`config.mk`:
```
export PLATFORM = sky130hd
export DESIGN_NAME = frv_asi_seq
export DESIGN_NICKNAME = d
export VERILOG_FILES = /design/src/rtl/frv_asi_seq_pkg.sv /design/src/rtl/frv_asi_seq.sv
export SDC_FILE = /design/constraint.sdc
export NUM_CORES = 1
export LEC_CHECK = 0
export BUFFER_PORTS_ARGS = -buffer_cell sky130_fd_sc_hd__buf_2
export CORE_MARGIN = 8
export CORE_UTILIZATION = 47
export CTS_BUF_LIST = sky130_fd_sc_hd__clkbuf_4 sky130_fd_sc_hd__clkbuf_8
export DETAILED_ROUTE_END_ITERATION = 10
export PLACE_DENSITY_LB_ADDON = 0.3
export SYNTH_ARGS = -nofsm -noshare
export SYNTH_HDL_FRONTEND = slang
export SYNTH_SLANG_ARGS = --single-unit
```
`constraint.sdc`:
```
create_clock -name g_clk -period 2.1 [get_ports g_clk]
set_input_delay 0.42 -clock g_clk [delete_from_list [all_inputs] [get_ports g_clk]]
set_output_delay 0.42 -clock g_clk [all_outputs]
set_load 0.05 [all_outputs]
```
`src/rtl/frv_asi_seq_pkg.sv`:
```
// Shared uop codes, uop-class decode and sequencer state encoding for the
// frv_asi sequencer.
package frv_asi_seq_pkg;

   localparam int OP = 6;

   // uop class lives in uop[OP:OP-1]
   localparam logic [1:0] ASI_MISC = 2'b00;
   localparam logic [1:0] ASI_AES  = 2'b01;
   localparam logic [1:0] ASI_SHA2 = 2'b10;
   localparam logic [1:0] ASI_SHA3 = 2'b11;

   // For AES uops, bit 2 selects MixColumns (1) vs SubBytes (0)
   localparam logic [OP:0] ASI_AESSUB_ENC = 7'b01_00000;
   localparam logic [OP:0] ASI_AESSUB_DEC = 7'b01_00001;
   localparam logic [OP:0] ASI_AESMIX_ENC = 7'b01_00100;
   localparam logic [OP:0] ASI_AESMIX_DEC = 7'b01_00101;
   localparam logic [OP:0] ASI_SHA256_S0  = 7'b10_00000;
   localparam logic [OP:0] ASI_SHA256_S1  = 7'b10_00001;
   localparam logic [OP:0] ASI_SHA3_XY    = 7'b11_00000;

   typedef enum logic [1:0] {
      ASI_SEQ_IDLE  = 2'd0,
      ASI_SEQ_ISSUE = 2'd1,
      ASI_SEQ_FLUSH = 2'd2,
      ASI_SEQ_HOLD  = 2'd3
   } asi_seq_state_t;

   function automatic logic is_aes(input logic [OP:0] uop);
      return uop[OP:OP-1] == ASI_AES;
   endfunction

endpackage

```
`src/rtl/frv_asi_seq.sv`:
```
// Sequencer between execute and frv_asi: issues one op, captures the result or
// a timeout error, and pulses AES sub-unit flushes on kill/timeout/CSR request.
module frv_asi_seq
   import frv_asi_seq_pkg::*;
#(
   parameter int XLEN    = 32,
   parameter int TIMEOUT = 16
) (
   input  logic              g_clk,
   input  logic              g_reset,

   input  logic              s_valid,
   output logic              s_ready,
   input  logic [OP:0]       s_uop,
   input  logic [XLEN-1:0]   s_rs1,
   input  logic [XLEN-1:0]   s_rs2,
   input  logic [1:0]        s_shamt,
   input  logic              s_kill,

   output logic              r_valid,
   input  logic              r_ready,
   output logic [XLEN-1:0]   r_data,
   output logic              r_err,

   input  logic              f_req,
   input  logic [1:0]        f_sel,
   input  logic [31:0]       f_data,
   output logic              f_ack,

   output logic              asi_valid,
   input  logic              asi_ready,
   output logic [OP:0]       asi_uop,
   output logic [XLEN-1:0]   asi_rs1,
   output logic [XLEN-1:0]   asi_rs2,
   output logic [1:0]        asi_shamt,
   input  logic [XLEN-1:0]   asi_result,

   output logic              asi_flush_aessub,
   output logic              asi_flush_aesmix,
   output logic [31:0]       asi_flush_data
);

   localparam int         XL       = XLEN - 1;
   localparam logic [7:0] CNT_LAST = 8'(TIMEOUT - 1);

   asi_seq_state_t state, state_d;

   logic [OP:0]  uop_q;
   logic [XL:0]  rs1_q, rs2_q;
   logic [1:0]   shamt_q;
   logic [7:0]   cnt;
   logic [XL:0]  res_q;
   logic         err_q;
   logic         fl_sub_q, fl_mix_q, fl_ext_q, to_hold_q;
   logic [31:0]  fl_data_q;

   logic accept, ext_flush, int_flush, cap_res, cap_to, cnt_inc, set_to_hold;

   always_comb begin
      state_d     = state;
      accept      = 1'b0;
      ext_flush   = 1'b0;
      int_flush   = 1'b0;
      cap_res     = 1'b0;
      cap_to      = 1'b0;
      cnt_inc     = 1'b0;
      set_to_hold = 1'b0;
      case (state)
         ASI_SEQ_IDLE: begin
            if (f_req) begin
               ext_flush = 1'b1;
               state_d   = ASI_SEQ_FLUSH;
            end else if (s_valid) begin
               accept  = 1'b1;
               state_d = ASI_SEQ_ISSUE;
            end
         end
         ASI_SEQ_ISSUE: begin
            // kill outranks a same-cycle result; the result is discarded
            if (s_kill) begin
               if (is_aes(uop_q)) begin
                  int_flush = 1'b1;
                  state_d   = ASI_SEQ_FLUSH;
               end else begin
                  state_d = ASI_SEQ_IDLE;
               end
            end else if (asi_ready) begin
               cap_res = 1'b1;
               state_d = ASI_SEQ_HOLD;
            end else if (cnt == CNT_LAST) begin
               cap_to = 1'b1;
               if (is_aes(uop_q)) begin
                  int_flush   = 1'b1;
                  set_to_hold = 1'b1;
                  state_d     = ASI_SEQ_FLUSH;
               end else begin
                  state_d = ASI_SEQ_HOLD;
               end
            end else begin
               cnt_inc = 1'b1;
            end
         end
         ASI_SEQ_FLUSH: state_d = to_hold_q ? ASI_SEQ_HOLD : ASI_SEQ_IDLE;
         ASI_SEQ_HOLD: begin
            if (r_ready || s_kill) state_d = ASI_SEQ_IDLE;
         end
         default: state_d = ASI_SEQ_IDLE;
      endcase
   end

   always_ff @(posedge g_clk) begin
      if (g_reset) begin
         state     <= ASI_SEQ_IDLE;
         uop_q     <= '0;
         rs1_q     <= '0;
         rs2_q     <= '0;
         shamt_q   <= '0;
         cnt       <= '0;
         res_q     <= '0;
         err_q     <= 1'b0;
         fl_sub_q  <= 1'b0;
         fl_mix_q  <= 1'b0;
         fl_ext_q  <= 1'b0;
         fl_data_q <= '0;
         to_hold_q <= 1'b0;
      end else begin
         state <= state_d;
         if (accept) begin
            uop_q   <= s_uop;
            rs1_q   <= s_rs1;
            rs2_q   <= s_rs2;
            shamt_q <= s_shamt;
            cnt     <= '0;
         end
         if (cnt_inc && cnt != '1) cnt <= cnt + 8'd1;
         if (cap_res) begin
            res_q <= asi_result;
            err_q <= 1'b0;
         end
         if (cap_to) begin
            res_q <= '0;
            err_q <= 1'b1;
         end
         if (ext_flush) begin
            fl_sub_q  <= f_sel[0];
            fl_mix_q  <= f_sel[1];
            fl_data_q <= f_data;
            fl_ext_q  <= 1'b1;
         end
         if (int_flush) begin
            fl_sub_q  <= ~uop_q[2];
            fl_mix_q  <= uop_q[2];
            fl_data_q <= '0;
            fl_ext_q  <= 1'b0;
         end
         if (set_to_hold)                to_hold_q <= 1'b1;
         else if (state == ASI_SEQ_FLUSH) to_hold_q <= 1'b0;
      end
   end

   assign s_ready          = (state == ASI_SEQ_IDLE) && !f_req;
   assign asi_valid        = (state == ASI_SEQ_ISSUE);
   assign asi_uop          = uop_q;
   assign asi_rs1          = rs1_q;
   assign asi_rs2          = rs2_q;
   assign asi_shamt        = shamt_q;
   assign asi_flush_aessub = (state == ASI_SEQ_FLUSH) && fl_sub_q;
   assign asi_flush_aesmix = (state == ASI_SEQ_FLUSH) && fl_mix_q;
   assign asi_flush_data   = (state == ASI_SEQ_FLUSH) ? fl_data_q : '0;
   assign f_ack            = (state == ASI_SEQ_FLUSH) && fl_ext_q;
   assign r_valid          = (state == ASI_SEQ_HOLD);
   assign r_data           = res_q;
   assign r_err            = err_q;

endmodule

```
---- After elaboration in Yosys (flattened, before gate mapping) ----
Index checks and enable logic that the tools add are counted.
Widths: inputs -> output; s select.
word-level totals
  register bits after elaboration ......... 152
  input port bits ......................... 146
  output and inout port bits .............. 144
  word-level logic and storage cells ...... 83
operators by class
  add/subtract/negate cells ............... 1
  eq/ne operators ......................... 9
  multiplexer cells ....................... 44
  bitwise gates (word level) .............. 1
  reductions and logical operators ........ 15
operators by type and width
  operator             number
  $mux 1               32
  $mux 32              1
  $mux 2               8
  $mux 8               2
  $add 8x1->8 const B  1
  $eq 8x4->1 const B   1
  $ne 8x8->1 const B   1
  $pmux 2 s4           1
  $reduce_bool 2->1    4
  $logic_and 1x1->1    5
  $eq 2x1->1 const B   2
  $eq 2x2->1 const B   2
  $ne 4x2->1 const B   1
  $reduce_or 2->1      2
  $ne 3x3->1 const B   1
  $reduce_and 3->1     1
  $logic_not 2->1      1
  $ne 2x1->1 const B   1
  $logic_not 1->1      1
  $logic_or 1x1->1     1
  $not 1->1            1

---- Logic depth before layout (Yosys ltp) ----
Gate-level depths: netlist (run 1).
  word-level depth ........................ 7
  depth in mapped cells ................... 7
  depth with buffers taken out ............ 5

---- Least setup slack after synthesis (run 1) ----
Ideal clock, no wire load.
  path type ............................... reg-to-reg
  start ................................... reg state[1]
  end ..................................... reg cnt[0]
  library setup time ...................... 0.128 ns
  arrival ................................. 2.574 ns
  required time ........................... 1.972 ns
  setup slack ............................. -0.603 ns
  stages on the path, launching flop included .. 8
  buffers on the path ..................... 3
  period minus slack after synthesis ...... 2.703 ns
  cell sequence ........................... dfxtp_1 buf_2 nor3_1 nand2_1 buf_2 clkbuf_1 o2111ai_1 o41ai_1
on the way
  cells in the longest elaborated chain, start to end .. 4
  elaborated cells between the ends (all ways) .. 7
  those cells by class .................... eq/ne: 1; mux: 3; reduce/logical: 3
RTL lines
  item                                         line                RTL
  from (decl)                                  frv_asi_seq.sv:46   asi_seq_state_t state, state_d;
  from (signal assigned)                       frv_asi_seq.sv:127  state <= state_d;
  $eq 2x1->1                                   frv_asi_seq.sv:68   case (state)
  $mux 1                                       frv_asi_seq.sv:68
  $logic_and 1x1->1                            frv_asi_seq.sv:135  if (cnt_inc && cnt != '1) cnt <= cnt + 8'd1;
  $mux 8 or $reduce_bool 2->1 (tied branches)  --
  to (signal assigned)                         frv_asi_seq.sv:135
  to (decl)                                    frv_asi_seq.sv:51   logic [7:0] cnt;
Several ways; a longest one is shown, not always the timed one.
A chain may end at the register's enable or synchronous reset.

---- Worst setup path in the final report (run 1) ----
  start ................................... reg state[1]
  end ..................................... out asi_flush_data[18]
on the way
  cells in the longest elaborated chain, start to end .. 2
RTL lines
  item        line                RTL
  $eq 2x2->1  frv_asi_seq.sv:169  assign asi_flush_data = (state == ASI_SEQ_FLUSH) ? fl_data_q : '0;
  $mux 32     frv_asi_seq.sv:169
  to (decl)   frv_asi_seq.sv:40   output logic [31:0] asi_flush_data
No other way between the ends.

==> qor.csv, run 1 <==
stage,metric,value,unit
critical_path,Crit Path Category,flip-flop to output port,
layout,fillers,1076,
synthesis,asr flop ratio synth,0,
routing,via count,5779,
synthesis,Ys Warns,0,
routing,DRT iter0 DRCs,337,
synthesis,Seq cells post-synth,152,
die,Die Width,126.9,um
global_route,largest net degree at the start of global routing,52,
synthesis,commonest register cell after synthesis,dfxtp_1,
critical_path,r2r setup slk,270,ps
sta,clk_skew,8.619,ps
sta,max_slew headroom,0.6496,
worst_hold_path,HP Start,s_rs2[22],
clock_tree,CTS tree,yes,
routing,DR WL/cell,14.65,um
global_route,first-pass GRT wire length,27120,um
layout,nets@finish,1164,
clock_tree,cts hold-fix bufs,0,
layout,layout cells sized above 1,0.3456,
synthesis,Cells after Synth,741,
placed_design,hpwl dp,12830,um
sta,Tmin final,2009,ps
power_and_ir_drop,NetSw,1.969,mW
critical_path,reg2reg end,fl_data_q[7],
synthesis,syn nets,888,
layout,Layout Area Growth over Synthesis,37.04,%
clock_tree,number of CTS-inserted buffers,17,
critical_path,reg2reg start,cnt[0],
sta,Max Freq,0.4977,GHz
status,status,"finished, final reports clean",
power_and_ir_drop,Pleak,3.577,nW
clock_tree,"Clk Latency, worst-skew pair",440,ps
placed_design,Placer Congestion,0.8233,
global_route,vias in the first global route,5370,
critical_path,Crit path max-delay family,buffers and inverters,
critical_path,CP peak stage delay,410,ps
die,initial core utilization,0.4811,
layout,"commonest non-fill, non-tap cell in the layout",nand2_1,
synthesis,sequential area share after synthesis,0.5265,
critical_path,R2R cell count,6,
routing,Post-DRT Antenna Nets,0,
placed_design,port bufs,289,
clock_tree,"Clk pin slew, worst setup/hold paths",80,ps
power_and_ir_drop,Max IR drop VDD,0.4974,mV
sta,worst slew pin tran,525.6,ps
routing,Post-Route WL,17240,um
critical_path,critical-path cell list,"nor2b_4, buf_12, and2_1, buf_2",
die,I/O pins,290,
sta,Final Max Slew Viols,0,
sta,final hold vios,0,
synthesis,Mapped Area,5779,um^2
sta,final setup violation count,0,
critical_path,CP endpoint kind,output port,
die,Die ar.,16100,um^2
worst_hold_path,capture endpoint of the worst hold path,asi_rs2[22],
synthesis,synth unique cells,43,
layout,multi-input combinational cell area,2546,um^2
critical_path,CP max FO,35,
global_route,antenna violations before repair,0,
placed_design,Setup WS pre-CTS,280.9,ps
routing,drt pass-1 iters,6,
routing,DRC Markers,0,
die,Die Height,126.9,um
sta,Post-Route Setup TNS,0,ps
global_route,GR Util All Layers,0.2065,
power_and_ir_drop,Clock Power Share,0.330,
power_and_ir_drop,Sequential Power Share,0.477,
critical_path,WP buf/inv,2,
clock_tree,# H-tree levels,4,
clock_tree,clock tree buffer depth,2,
power_and_ir_drop,Internal,4.572,mW
power_and_ir_drop,P per Cell Area,825.8,nW/um^2
worst_hold_path,Worst Hold Class,input pin to flip-flop,
critical_path,Startpoint Class,flip-flop,
clock_tree,CTS Sinks,152,
die,Placeable Area,12010,um^2
layout,"Core Util, Final",0.6594,
layout,ant diodes,0,
clock_tree,Root Buffer,clkbuf_8,
critical_path,"Req. time, crit path",1680,ps
synthesis,Post-Syn Area per Cell,7.799,um^2
power_and_ir_drop,Sw Ratio,0.3010,
sta,RSZ-0062 raised after global routing,no,
die,Core Rows,40,
synthesis,number of synthesized flops with an enable pin,0,
critical_path,slowest cell on the critical path,dfxtp_2,
sta,Final WS setup,90.84,ps
layout,"commonest cells after routing, fill and taps aside","nand2_1 (280), buf_2 (256), dfxtp_1 (150)",
routing,post-DR vias/cell,4.910,
worst_hold_path,Hold Path Cell Cnt,3,
run,Max-Cap Viols,0,
clock_tree,Post-CTS Setup Bufs,0,
critical_path,critical path arrival,1590,ps
power_and_ir_drop,combinational share of power,0.192,
global_route,GRT overflow,0,
layout,Reg area,3045,um^2
sta,Final Cycle Share,0.9567,
-- what timing repair did --
action                                  CTS  global route
hold endpoints to repair                  0             0
endpoints found under the setup margin   36            30
resized for setup                        11            27
gates cloned                              0             0
pin swaps                                 0             0
-- flip-flops by register name, indices dropped and copies added, names as in the netlist --
signal / count
asi_rs2: 32
fl_mix_q: 1
to_hold_q: 1
fl_ext_q: 1
fl_data_q: 32
asi_rs1: 32
asi_uop: 7
r_err: 1
r_data: 32
fl_sub_q: 1
state: 2
cnt: 8
asi_shamt: 2
-- cells by family (layout without fill, tap and decap cells) --
| group | count (synthesis) | after routing | share of synthesized area |
|---|---|---|---|
| and+or+nand+nor | 358 | 358 | 0.2667 |
| muxes | 3 | 3 | 0.005629 |
| DFF | 152 | 152 | 0.5265 |
| AOI/OAI and AO/OA | 170 | 170 | 0.1589 |
| buffers and inverters | 57 | 346 | 0.04005 |
| adders and majority gates | 1 | 1 | 0.002165 |
-- power groups by stage --
stage | clock network [mW] | logic [mW] | registers [mW]
floorplan | 0 | 0.521 | 3.49
global placement | 0 | 1.24 | 3.18
detailed placement | 0 | 1.25 | 3.19
CTS | 2.23 | 1.26 | 3.12
global route | 2.35 | 1.36 | 3.14
finish | 2.16 | 1.26 | 3.12
-- stage by stage --
step	hold slack (ps)	area (um^2)	cells	total power, mW
after floorplan	431.7	5791	741	4.015
after global placement	437.0	7428	1145	4.417
after detailed placement	442.7	7428	1145	4.437
after CTS	172.3	7850	1177	6.608
after global routing	188.2	7920	1177	6.845
final	209.4	7920	1177	6.541
-- cells in the mapped netlist (all sizes together), types with 2 or more instances --
library cell | count | area [um^2]
inv | 5 | 18.77
a21oi | 146 | 742.0
o211ai | 2 | 15.01
nor4b | 2 | 17.52
and2 | 36 | 225.2
o41ai | 2 | 17.52
nor4 | 3 | 25.02
o21ai | 7 | 38.79
clkbuf | 35 | 131.4
nor3 | 4 | 20.02
a31oi | 2 | 12.51
o21a | 2 | 15.01
nor3b | 3 | 27.52
nand3 | 5 | 25.02
and3 | 4 | 25.02
or4 | 2 | 18.77
mux2 | 2 | 22.52
nand2 | 281 | 1055
buf | 17 | 81.33
o2111ai | 2 | 17.52
nor2 | 7 | 26.28
a311oi | 2 | 17.52
nor2b | 2 | 12.51
nand4 | 3 | 18.77
nand2b | 2 | 12.51
dfxtp | 152 | 3043
-- worst max-delay path by stage --
stage,slack [ps],cells after the start,end,from
5_1_grt,10,4,asi_flush_data[18],state[1]
3_3_place_gp,310,4,cnt[5],asi_ready
4_1_cts,2,4,asi_flush_data[21],state[1]
2_1_floorplan,150,4,asi_flush_data[10],state[1]
6_report,90,4,asi_flush_data[18],state[1]
3_5_place_dp,280,4,cnt[5],asi_ready
-- worst reg2reg max path, stage by stage (launching register included) --
cell     delay, ps
dfxtp_1        340
ha_1           230
and3_1         250
a32oi_1        430
o21ai_2         80
buf_4          240
a21oi_1        190
-- final cells by class --
cell class,count,share of cell area
clock inverter,7,0.008215
sequential,152,0.3845
tap,147,0.02322
timing repair buffer,309,0.2183
multi-input combinational,532,0.3215
clock buffer,25,0.04186
inverter,5,0.002370
-- metal layers --
layer | track usage | part of all wire | vias up
li1 | - | - | 2978
met1 | 0.2296 | 0.39 | 2563
met2 | 0.3373 | 0.49 | 215
met3 | 0.09342 | 0.11 | 23
met4 | 0.08328 | 0.019 | 0
met5 | 0 | 0 | -
Power figures use the tool's default switching activity.
==> run 2, diff against run 1 <==
--- a/config.mk
+++ b/config.mk
@@ -5,9 +5,10 @@
 export SDC_FILE = /design/constraint.sdc
 export NUM_CORES = 1
 export LEC_CHECK = 0
+export ABC_AREA = 1
 export BUFFER_PORTS_ARGS = -buffer_cell sky130_fd_sc_hd__buf_2
 export CORE_MARGIN = 8
-export CORE_UTILIZATION = 47
+export CORE_UTILIZATION = 48
 export CTS_BUF_LIST = sky130_fd_sc_hd__clkbuf_4 sky130_fd_sc_hd__clkbuf_8
 export DETAILED_ROUTE_END_ITERATION = 10
 export PLACE_DENSITY_LB_ADDON = 0.3
==> run 2 against run 1 <==
Cell count rose by 6.9%; largest power group unchanged; fmax is 0.56% lower; sequential power is 3% higher; largest cell class unchanged; setup slack lost 11 ps; utilization down 0.79 points; sequential share of layout area down 1.2 points; via count is 6.0% higher.
==> qor.csv, run 2 <==
stage,metric,value,unit
status,status,"finished, final reports clean",
clock_tree,# H-tree levels,4,
layout,Layout Area Growth over Synthesis,33.14,%
layout,Finished Layout Cells,1258,
power_and_ir_drop,Sw Ratio,0.3369,
synthesis,Seq cells post-synth,152,
die,I/O pins,290,
critical_path,slowest cell on the critical path,dfxtp_4,
critical_path,CP peak stage delay,380,ps
placed_design,port bufs,289,
sta,final hold vios,0,
power_and_ir_drop,NetSw,2.382,mW
global_route,first-pass GRT wire length,28570,um
layout,Reg area,3047,um^2
routing,drt pass-1 iters,5,
run,Max-Cap Viols,0,
synthesis,Post-Syn Area per Cell,7.649,um^2
sta,Max Freq,0.4949,GHz
sta,final setup violation count,0,
layout,"commonest cells after routing, fill and taps aside","buf_2 (254), nor2_1 (186), dfxtp_1 (151)",
global_route,antenna violations before repair,1,
sta,max_slew headroom,0.5460,
layout,nets@finish,1221,
global_route,vias in the first global route,5880,
layout,layout cells sized above 1,0.3650,
synthesis,Post-synth top cells,"nor2_1 (191), dfxtp_1 (152), nand2_1 (120)",
routing,DR WL/cell,14.68,um
layout,"commonest non-fill, non-tap cell in the layout",buf_2,
power_and_ir_drop,Internal,4.688,mW
sta,Final Max Slew Viols,0,
synthesis,most frequent cell after synthesis,nor2_1,
critical_path,"Req. time, crit path",1680,ps
layout,Post-Layout Inst Area,8188,um^2
routing,via count,6124,
die,Core Rows,41,
sta,Tmin final,2020,ps
power_and_ir_drop,Clock Power Share,0.303,
sta,Post-Route Setup TNS,0,ps
routing,post-DR vias/cell,4.868,
clock_tree,CTS tree,yes,
clock_tree,clock tree buffer depth,2,
power_and_ir_drop,combinational share of power,0.242,
layout,"Core Util, Final",0.6515,
critical_path,reg2reg start,cnt[0],
global_route,largest net degree at the start of global routing,74,
routing,DRT iter0 DRCs,391,
die,Placeable Area,12570,um^2
clock_tree,Root Buffer,clkbuf_8,
critical_path,most frequent CP cell,nor2_1,
critical_path,critical-path cell list,"inv_1, nor2_1, inv_2, buf_12, nor2_1, buf_6",
critical_path,CP max FO,36,
clock_tree,cts hold-fix bufs,0,
sta,clk_skew,7.226,ps
clock_tree,Post-CTS Setup Bufs,0,
power_and_ir_drop,Max IR drop VDD,0.6373,mV
layout,fillers,1134,
synthesis,share of the synthesized area in the top cell type,0.4948,
power_and_ir_drop,Sequential Power Share,0.455,
synthesis,sequential area share after synthesis,0.4948,
sta,worst slew pin tran,680.9,ps
critical_path,Startpoint Class,flip-flop,
synthesis,synth top area cells,"dfxtp_1 (49%), nor2_1 (12%), nand2_1 (7.3%), a21oi_2 (4.3%), nand3_1 (4.0%)",
sta,Final Cycle Share,0.9621,
global_route,GRT overflow,0,
power_and_ir_drop,P per Cell Area,863.4,nW/um^2
routing,DRC Markers,0,
die,Die Width,129.2,um
routing,Post-DRT Antenna Nets,0,
placed_design,Placer Congestion,0.8018,
critical_path,Crit Path Category,flip-flop to output port,
critical_path,CP endpoint kind,output port,
worst_hold_path,HP Start,s_rs1[1],
placed_design,dpl cells,1227,
routing,Post-Route WL,18460,um
die,Die ar.,16690,um^2
synthesis,Ys Warns,0,
synthesis,"area leader, netlist",dfxtp_1,
layout,multi-input combinational cell area,2585,um^2
clock_tree,"Clk pin slew, worst setup/hold paths",80,ps
synthesis,commonest register cell after synthesis,dfxtp_1,
placed_design,hpwl dp,13090,um
worst_hold_path,Worst Hold Class,input pin to flip-flop,
synthesis,asr flop ratio synth,0,
clock_tree,CTS Sinks,152,
die,initial core utilization,0.4893,
synthesis,Cells after Synth,804,
clock_tree,number of CTS-inserted buffers,17,
die,Die Height,129.2,um
synthesis,Mapped Area,6150,um^2
synthesis,syn nets,951,
critical_path,Worst Setup SP,state[1],
power_and_ir_drop,Pleak,3.911,nW
clock_tree,"Clk Latency, worst-skew pair",440,ps
synthesis,number of synthesized flops with an enable pin,0,
critical_path,critical path arrival,1600,ps
global_route,GR Util All Layers,0.2133,
synthesis,synth unique cells,30,
placed_design,Post-DP Area,7616,um^2
[run 2: area by class of cell]
cell class,instances,share of cell area
Clock inverter,9,0.01238
Sequential cell,152,0.3721
Timing Repair Buffer,302,0.2130
Multi-Input combinational cell,544,0.3157
Antenna cell,1,0.0003056
Tap cell,172,0.02628
Inverter,57,0.02644
Clock buffer,21,0.03377
[run 2: power by group through the flow]
stage          sequential, mW  clock [mW]  combinational [mW]
4_1_cts                  3.21        2.20                1.70
3_3_place_gp             3.27           0                1.67
5_1_grt                  3.24        2.33                1.85
3_5_place_dp             3.27           0                1.68
2_1_floorplan            3.78           0               0.721
6_report                 3.21        2.14                1.71
[run 2: cell families after synthesis]
kind of cell / synth area share
flops: 0.4948
simple gates: 0.2714
buf+inv: 0.08688
compound gates: 0.1449
fa+ha+maj: 0.002034
[run 2: metrics by stage]
stage	worst slack [ps]	total power, mW	hold WS (ps)
finish	79.54	7.070	202.3
global route	-16.47	7.419	173.6
CTS	15.49	7.113	171.8
detailed placement	263.3	4.951	448.8
global placement	258.9	4.937	446.0
floorplan	39.32	4.504	430.7
[run 2: final timing paths]
kind                                            to  slack, ps  cells past startpoint
worst min register to register          r_data[14]        460                      2
worst max-delay path            asi_flush_data[29]         80                      6
worst min-delay path                    asi_rs1[1]        200                      3
worst max register to register       fl_data_q[15]        300                      9
[run 2: worst max-delay path, delay by kind of cell, from the launching register on]
| family | cells | cell delay [ps] |
|---|---|---|
| simple gates | 2 | 310 |
| flops | 1 | 380 |
| buf+inv | 4 | 460 |
[run 2: timing repair]
| action | 4_1_cts | 5_1_grt |
|---|---|---|
| hold endpoints to repair | 0 | 0 |
| resized for setup | 34 | 37 |
| setup endpoints to repair | 35 | 35 |
| pin swaps | 0 | 0 |
[run 2: routing by layer]
metal | global-route usage | routed length, um | vias up
met4 | 0.08915 | 472 | 0
met3 | 0.09532 | 2004 | 34
li1 | - | - | 3106
met2 | 0.3425 | 8713 | 236
met5 | 0 | 0 | -
met1 | 0.2417 | 7274 | 2748
==> run 3, diff against run 2 <==
--- a/config.mk
+++ b/config.mk
@@ -6,7 +6,7 @@
 export NUM_CORES = 1
 export LEC_CHECK = 0
 export ABC_AREA = 1
-export BUFFER_PORTS_ARGS = -buffer_cell sky130_fd_sc_hd__buf_2
+export BUFFER_PORTS_ARGS = -buffer_cell sky130_fd_sc_hd__clkbuf_2
 export CORE_MARGIN = 8
 export CORE_UTILIZATION = 48
 export CTS_BUF_LIST = sky130_fd_sc_hd__clkbuf_4 sky130_fd_sc_hd__clkbuf_8
==> run 3 against run 2 <==
Count of clock-buffer cells in the layout did not move; cell count grew 0.16%; design area grew 6.7%; register-to-register slack improved by 60 ps; critical endpoint is now asi_flush_data[17]; highest routed layer unchanged.
==> qor.csv, run 3 (synthesis results as in run 2) <==
stage,metric,value,unit
critical_path,"Req. time, crit path",1680,ps
clock_tree,number of CTS-inserted buffers,17,
global_route,antenna violations before repair,0,
critical_path,Startpoint Class,flip-flop,
power_and_ir_drop,NetSw,2.503,mW
layout,nets@finish,1222,
clock_tree,"Clk pin slew, worst setup/hold paths",80,ps
placed_design,hpwl dp,13780,um
layout,multi-input combinational cell area,2725,um^2
sta,RSZ-0062 raised after global routing,no,
routing,DRT iter0 DRCs,355,
die,Die ar.,16690,um^2
power_and_ir_drop,Pleak,3.960,nW
clock_tree,# H-tree levels,4,
worst_hold_path,HP Start,s_rs2[22],
die,I/O pins,290,
run,Max-Cap Viols,0,
clock_tree,Root Buffer,clkbuf_8,
die,Core Rows,41,
worst_hold_path,Hold Path Cell Cnt,3,
placed_design,Placer Congestion,0.8204,
critical_path,Crit Path Category,flip-flop to output port,
power_and_ir_drop,P per Cell Area,844.7,nW/um^2
critical_path,reg2reg start,state[0],
sta,clk_skew,10.81,ps
critical_path,CP peak stage delay,370,ps
power_and_ir_drop,Max IR drop VDD,0.5995,mV
layout,"commonest cells after routing, fill and taps aside","clkbuf_2 (254), nor2_1 (158), dfxtp_1 (151)",
routing,DR WL/cell,15.25,um
global_route,GRT overflow,0,
global_route,GR Util All Layers,0.2281,
routing,DRC Markers,0,
sta,final hold vios,0,
clock_tree,clock tree buffer depth,2,
sta,worst slew pin tran,673.0,ps
sta,final setup violation count,0,
layout,Layout Area Growth over Synthesis,42.01,%
worst_hold_path,Worst Hold Class,input pin to flip-flop,
sta,Tmin final,1980,ps
die,Placeable Area,12570,um^2
layout,layout cells sized above 1,0.3925,
global_route,first-pass GRT wire length,29970,um
routing,Post-DRT Antenna Nets,0,
critical_path,R2R cell count,7,
clock_tree,"Clk Latency, worst-skew pair",450,ps
critical_path,critical path arrival,1560,ps
status,status,"finished, final reports clean",
critical_path,CP max FO,17,
global_route,vias in the first global route,6042,
routing,Post-Route WL,19220,um
layout,ant diodes,0,
power_and_ir_drop,Sequential Power Share,0.436,
sta,max_slew headroom,0.5513,
die,Die Width,129.2,um
layout,fillers,1021,
power_and_ir_drop,Sw Ratio,0.3392,
sta,Max Freq,0.5050,GHz
power_and_ir_drop,combinational share of power,0.250,
power_and_ir_drop,Clock Power Share,0.313,
clock_tree,CTS Sinks,152,
power_and_ir_drop,overall power,7.377,mW
clock_tree,CTS tree,yes,
routing,drt pass-1 iters,4,
critical_path,slowest cell on the critical path,dfxtp_4,
sta,Final Cycle Share,0.9429,
critical_path,Worst Setup SP,state[1],
critical_path,critical-path cell list,"inv_1, nor2_4, inv_4, buf_16, nor2_2, buf_12",
layout,"commonest non-fill, non-tap cell in the layout",clkbuf_2,
sta,Final Max Slew Viols,0,
critical_path,CP endpoint kind,output port,
global_route,largest net degree at the start of global routing,74,
power_and_ir_drop,Internal,4.874,mW
die,Die Height,129.2,um
routing,via count,6122,
layout,Reg area,3047,um^2
sta,Post-Route Setup TNS,0,ps
clock_tree,Post-CTS Setup Bufs,0,
placed_design,port bufs,289,
routing,post-DR vias/cell,4.859,
die,initial core utilization,0.4893,
## run 3: cell types whose count changed in the layout (fill, tap and decap cells not counted), moves of 3 or more
cell	change
buf_2	-254
clkbuf_2	+254
buf_12	+31
nor2_1	-28
buf_6	-20
buf_4	-15
nor2_2	+14
nor2_4	+14
clkbuf_8	+3
clkinv_2	-3
clkinvlp_4	+3
## run 3: power by group through the flow
stage / combinational (mW) / sequential, mW / clock (mW)
3_3_place_gp: 1.74 / 3.27 / 0
5_1_grt: 1.98 / 3.24 / 2.52
3_5_place_dp: 1.75 / 3.28 / 0
6_report: 1.85 / 3.22 / 2.31
2_1_floorplan: 0.721 / 3.78 / 0
4_1_cts: 1.85 / 3.22 / 2.37
## run 3: cell type report
cell class | count | share of cell area
timing repair buffer | 303 | 0.2415
inverter | 57 | 0.02507
clock inverter | 11 | 0.01691
sequential | 152 | 0.3489
clock buffer | 21 | 0.03095
multi-input combinational | 544 | 0.3120
tap | 172 | 0.02464
## run 3: path summary, 6_finish.rpt
path | to | slack [ps]
worst min register to register | r_data[9] | 460
worst max-delay path | asi_flush_data[17] | 120
worst max register to register | cnt[5] | 360
worst min-delay path | asi_rs2[22] | 190
## run 3: worst max-delay path: cells and delay by family, from the launching register on
kind / cells / cell delay (ps)
buffers and inverters: 4 / 470
flip-flops: 1 / 370
AND/OR/NAND/NOR: 2 / 260
## run 3: timing repair
action	4_1_cts	5_1_grt
hold buffers	0	0
resized for setup	61	6
endpoints found under the hold margin	0	0
setup endpoints to repair	35	35
cloned	1	0
## run 3: metal layers
layer  global-route usage  part of all wire  vias to the layer above
li1                     -                 -                     3107
met1               0.2425              0.38                     2755
met2               0.3900              0.49                      237
met3               0.1085              0.11                       23
met4              0.07533             0.019                        0
met5                    0                 0                        -
## run 3: stage by stage
| stage | std cells | utilization | hold slack, ps | area [um^2] | worst slack (ps) |
|---|---|---|---|---|---|
| 5_1_grt | 1260 | 0.6949 | 145.4 | 8733 | 7.294 |
| 6_report | 1260 | 0.6949 | 191.0 | 8733 | 120.0 |
| 4_1_cts | 1260 | 0.6938 | 155.4 | 8720 | -0.7665 |
| 2_1_floorplan | 804 | - | 430.7 | 6150 | 39.32 |
| 3_5_place_dp | 1227 | 0.6426 | 450.9 | 8077 | 312.7 |
| 3_3_place_gp | 1227 | 0.6426 | 447.0 | 8077 | 305.0 |
